===== src/rtl/hmac_block_loader.sv =====
// Word-serial loader in front of the HMAC-384 core: assembles a 1024-bit block, issues init/next, captures the tag.
// Optional feature macro: HMAC_BLOCK_LOADER_BYTESWAP_EN byte-reverses every accepted word before storage.
module hmac_block_loader #(
    parameter int BLOCK_BITS = 1024
) (
    input  logic                  clk,
    input  logic                  reset,
    input  logic                  zeroize,
    input  logic                  s_valid,
    output logic                  s_ready,
    input  logic [31:0]           s_data,
    input  logic                  s_first,
    input  logic                  core_ready,
    input  logic                  core_tag_valid,
    input  logic [383:0]          core_tag,
    output logic                  init_cmd,
    output logic                  next_cmd,
    output logic [BLOCK_BITS-1:0] block_msg,
    output logic [383:0]          tag_o,
    output logic                  tag_valid_o,
    output logic                  restart_err
);
    localparam int WORDS = BLOCK_BITS / 32;
    localparam int CNT_W = $clog2(WORDS);
    localparam logic [CNT_W-1:0] LAST_WORD = CNT_W'(WORDS - 1);

    typedef enum logic [1:0] {
        S_FILL = 2'd0,
        S_WAIT = 2'd1,
        S_CMD  = 2'd2,
        S_BUSY = 2'd3
    } state_e;

    state_e                state_q, state_d;
    logic [CNT_W-1:0]      wcnt_q, wcnt_d;
    logic                  first_q, first_d;
    logic [BLOCK_BITS-1:0] block_q, block_d;
    logic [383:0]          tag_q, tag_d;
    logic                  tag_valid_q, tag_valid_d;
    logic                  init_q, init_d;
    logic                  next_q, next_d;
    logic                  rerr_q, rerr_d;
    logic                  accept;
    logic                  restart;
    logic                  last_word;
    logic [CNT_W-1:0]      slot;
    logic [31:0]           word;

    function automatic logic [31:0] store_fmt(input logic [31:0] d);
`ifdef HMAC_BLOCK_LOADER_BYTESWAP_EN
        return {d[7:0], d[15:8], d[23:16], d[31:24]};
`else
        return d;
`endif
    endfunction

    // A word flagged s_first always becomes word 0, even mid-block.
    assign accept    = s_valid & s_ready;
    assign restart   = s_first & (wcnt_q != '0);
    assign last_word = ~s_first & (wcnt_q == LAST_WORD);
    assign slot      = s_first ? '0 : wcnt_q;
    assign word      = store_fmt(s_data);

    always_ff @(posedge clk or posedge reset) begin
        if (reset) begin
            state_q <= S_FILL;
        end else begin
            state_q <= state_d;
        end
    end

    always_comb begin
        state_d = state_q;
        case (state_q)
            S_FILL:  if (accept && last_word) state_d = S_WAIT;
            S_WAIT:  if (core_ready) state_d = S_CMD;
            S_CMD:   state_d = S_BUSY;
            S_BUSY:  if (core_tag_valid) state_d = S_FILL;
            default: state_d = S_FILL;
        endcase
        if (zeroize) state_d = S_FILL;
    end

    // Commands are registered on the WAIT->CMD edge so the pulse coincides with the CMD cycle.
    always_comb begin
        s_ready = (state_q == S_FILL);
        init_d  = 1'b0;
        next_d  = 1'b0;
        if (state_q == S_WAIT && core_ready && !zeroize) begin
            init_d = first_q;
            next_d = ~first_q;
        end
    end

    always_comb begin
        wcnt_d      = wcnt_q;
        first_d     = first_q;
        block_d     = block_q;
        tag_d       = tag_q;
        tag_valid_d = tag_valid_q;
        rerr_d      = 1'b0;
        if (accept) begin
            for (int i = 0; i < WORDS; i++) begin
                if (slot == CNT_W'(i)) block_d[BLOCK_BITS-1-32*i -: 32] = word;
            end
            if (s_first) begin
                wcnt_d  = CNT_W'(1);
                first_d = 1'b1;
                rerr_d  = restart;
            end else begin
                wcnt_d = last_word ? '0 : wcnt_q + 1'b1;
            end
        end
        if (state_q == S_WAIT && core_ready) tag_valid_d = 1'b0;
        if (state_q == S_CMD) first_d = 1'b0;
        if (state_q == S_BUSY && core_tag_valid) begin
            tag_d       = core_tag;
            tag_valid_d = 1'b1;
        end
        if (zeroize) begin
            wcnt_d      = '0;
            first_d     = 1'b1;
            block_d     = '0;
            tag_d       = '0;
            tag_valid_d = 1'b0;
            rerr_d      = 1'b0;
        end
    end

    always_ff @(posedge clk or posedge reset) begin
        if (reset) begin
            wcnt_q      <= '0;
            first_q     <= 1'b1;
            block_q     <= '0;
            tag_q       <= '0;
            tag_valid_q <= 1'b0;
            init_q      <= 1'b0;
            next_q      <= 1'b0;
            rerr_q      <= 1'b0;
        end else begin
            wcnt_q      <= wcnt_d;
            first_q     <= first_d;
            block_q     <= block_d;
            tag_q       <= tag_d;
            tag_valid_q <= tag_valid_d;
            init_q      <= init_d;
            next_q      <= next_d;
            rerr_q      <= rerr_d;
        end
    end

    assign init_cmd    = init_q;
    assign next_cmd    = next_q;
    assign block_msg   = block_q;
    assign tag_o       = tag_q;
    assign tag_valid_o = tag_valid_q;
    assign restart_err = rerr_q;

endmodule


===== config.mk =====
export PLATFORM = sky130hd
export DESIGN_NAME = hmac_block_loader
export DESIGN_NICKNAME = d
export VERILOG_FILES = /design/src/rtl/hmac_block_loader.sv
export SDC_FILE = /design/constraint.sdc
export NUM_CORES = 2
export LEC_CHECK = 0
export ABC_AREA = 1
export BUFFER_PORTS_ARGS = -buffer_cell sky130_fd_sc_hd__buf_2
export CAP_MARGIN = 25
export CORE_AREA = 2 2 706 708
export CTS_BUF_LIST = sky130_fd_sc_hd__clkbuf_4
export CTS_CLUSTER_DIAMETER = 100
export DETAILED_ROUTE_END_ITERATION = 10
export DIE_AREA = 0 0 708 710
export GPL_TIMING_DRIVEN = 0
export PLACE_DENSITY_LB_ADDON = 0.12
export SYNTH_ARGS = -nofsm -noshare
export SYNTH_HDL_FRONTEND = slang
export SYNTH_SLANG_ARGS = --single-unit

===== constraint.sdc =====
create_clock -name clk -period 144 [get_ports clk]
set_clock_uncertainty 0.05 [all_clocks]
set_input_delay 21.6 -clock clk [delete_from_list [all_inputs] [get_ports clk]]
set_output_delay 21.6 -clock clk [all_outputs]
set_load 0.05 [all_outputs]

==> flow_summary.ini <==
[floorplanning]
core_region_area_sq_um = 495000
start_util = 0.115
die_h_um = 710
die_area_sq_um = 503000
die_w_um = 708
num_rows = 259
ios = 1836

[cells_and_area]
final_cell_area_sq_um = 83000
area_growth_pct = 45.5
drive_gt1_frac = 0.314
nets = 9315

[sta]
post-route-period-util = 0.171
setup_viol = 0
relSlewSlack = 0.272
fmax_ghz = 0.0407
slew_violations = 0
fin_tns_setup_ps = 0
fin_crit_ps = 24580
hold_viol = 0
worst_slew_pin_slew_ps = 1090
rsz0062_at_grt = no

[routing]
vias = 59600
drt_pass1_iterations = 6
wl_um = 496000
final_antenna_net_count = 0
avgViaCountPerCell = 3.78
drtIter0Drc = 4197
drc = 0
wl_per_cell_um = 31.4

[critical_path]
critPathTopFamily = adder cells
path_cells = inv_1 > ha_1 > buf_2
max_stage_delay_ps = 590
crit_type = reg2out
cp.arrival_ps = 2930
critPathBufInv = 2
reg2reg_to = block_msg[480]$_DFFE_PP0P_
critical_path.max_fanout = 5
r2r_slack_ps = 140020
critPathLaunchType = flip-flop
r2r_start = state_q[0]$_DFFE_PP0P_
critical_path.endpoint_type = output pin
cpMaxStageDelayCell = ha_1
critPathRequiredTime_ps = 122350
r2r.worst_path.cells = 11

[outcome]
outcome = finished, final reports clean

[job]
cap_violations = 0

[clock_tree]
htreeDepth = 5
path_clk_slew_ps = 50
post-cts-setup-buffer-count = 0
cts_root_buf = clkbuf_4
cts_tree = built
clock_sinks = 1420
cts.repair.resized = 0
clk-insertion-delay-late_ps = 1480
cts_buffers = 468
holdBufCountCts = 0
clock_path_buffers = 4

[logic_synthesis]
yosysSeqAreaShare = 0.623
synthAdderAreaFrac = 0.00154
synth_nets = 6883
synth_ff_type = dfrtp_1
yosys.area.top_type = dfrtp_1
synth-simple-area-share = 0.283
synthMuxAreaShare = 0
ys_top_cells_by_count = nand2_1, nand3_1, dfrtp_1
synth_edf_count = 0
syn_area_sq_um = 57000
async_reset_ff_frac = 1.00
synthTopCellsByArea = dfrtp_1, nand2_1, nand3_1
synth-compound-area-share = 0.0349
ys_types = 24
synth_xor_area_frac = 0.000154
netlist_instances = 6453
synth_top_family_by_area = simple AND/OR/NAND/NOR gates
ys_ff_latch = 1420
yosys_warnings = 0
netlist.area_leader.share = 0.622
synth_most_common_cell = nand2_1
avgSynthCellArea_sq_um = 8.84

[pwr]
p_leak_nw = 46.2
peakVddDrop_uv = 6.19
p_per_area_nw_per_um2 = 12.1

[global_routing]
grt_pass1_wl_um = 628000
grt_util_all_layers = 0.190
overflow = 0
grt_pass1_vias = 59200
antenna_found_initial = 222
grt_max_degree = 118

[placed_design]
dpl.hpwl_um = 404000
io_buffers = 1833
place_area_sq_um = 77000
place_congestion = 0.926

[hold_path]
hp-start = block_msg[210]$_DFFE_PP0P_
min_path_type = reg2reg
hold_end = block_msg[210]$_DFFE_PP0P_
holdPathStages = 2
-- power by group --
group / switching (mW) / total (mW) / internal (mW) / leakage (nW)
sequential: 0.00748 / 0.416 / 0.408 / 19.8
clock: 0.224 / 0.448 / 0.224 / 3.45
combinational: 0.117 / 0.143 / 0.0264 / 22.9
total: 0.348 / 1.01 / 0.659 / 46.2
-- cell usage in the layout (no fill, tap or decap), drive strengths merged --
| cell | n |
|---|---|
| a21oi | 167 |
| buf | 2147 |
| bufinv | 4 |
| clkbuf | 1065 |
| clkinv | 75 |
| clkinvlp | 2 |
| dfrtp | 1419 |
| dfstp | 1 |
| diode | 54 |
| ha | 7 |
| inv | 287 |
| nand2 | 2267 |
| nand3 | 1443 |
| nand3b | 1 |
| nand4 | 1 |
| nor2 | 77 |
| nor3 | 3 |
| o21ai | 227 |
| o21bai | 1 |
| xor2 | 1 |
-- worst max path at each step --
stage / slack (ps) / startpoint / cells after the start / to
3_3_place_gp: 58260 / reset / 2 / block_msg[480]$_DFFE_PP0P_
2_1_floorplan: 82310 / reset / 1 / block_msg[0]$_DFFE_PP0P_
4_1_cts: 119120 / state_q[0]$_DFFE_PP0P_ / 3 / s_ready
3_5_place_dp: 118670 / zeroize / 8 / block_msg[26]$_DFFE_PP0P_
5_1_grt: 119170 / state_q[0]$_DFFE_PP0P_ / 3 / s_ready
6_report: 119430 / state_q[0]$_DFFE_PP0P_ / 3 / s_ready
-- routing by layer --
metal | share of wire | GRT usage | vias up
li1 | - | - | 26000
met1 | 0.41 | 0.230 | 29900
met2 | 0.45 | 0.298 | 2772
met3 | 0.11 | 0.0876 | 855
met4 | 0.036 | 0.0576 | 36
met5 | 0.00052 | 0 | -
-- logic make-up after synthesis --
family | Yosys count
adder cells (fa/ha/maj) | 7
XOR/XNOR | 1
buffers and inverters | 838
flip-flops | 1420
AND/OR/NAND/NOR | 3792
AO/OA/AOI/OAI | 395
-- layout make-up --
type | instances | area, sq um
Fill cell | 56600 | 413000
Sequential cell | 1420 | 35500
Multi-Input combinational cell | 4195 | 18300
Timing Repair Buffer | 1962 | 11700
Tap cell | 6525 | 8160
Clock buffer | 686 | 5150
Buffer | 564 | 2310
Inverter | 274 | 1040
Clock inverter | 94 | 649
Antenna cell | 54 | 135
-- metrics by stage --
stage | setup WS [ps] | utilization | hold slack, ps | cells | power, mW
4_1_cts | 119120 | 0.167 | 445 | 15700 | 1.03
5_1_grt | 119170 | 0.167 | 460 | 15700 | 1.06
6_report | 119430 | 0.167 | 438 | 15800 | 1.01
3_5_place_dp | 118670 | 0.155 | 432 | 14900 | 0.568
2_1_floorplan | 82310 | - | 428 | 6453 | 0.488
3_3_place_gp | 58260 | 0.150 | 427 | 14800 | 0.561
-- worst min-delay path: stages, from the launching register on --
cell,delay [ps]
dfrtp_1,330
nand3_1,70
nand2_1,50
-- flip-flops by register name (all words and copies together), names as in the netlist, 2 cells and up --
| name | count |
|---|---|
| block_msg | 1024 |
| state_q | 2 |
| wcnt_q | 5 |
| tag_o | 384 |
(Power assumes the default switching activity.)
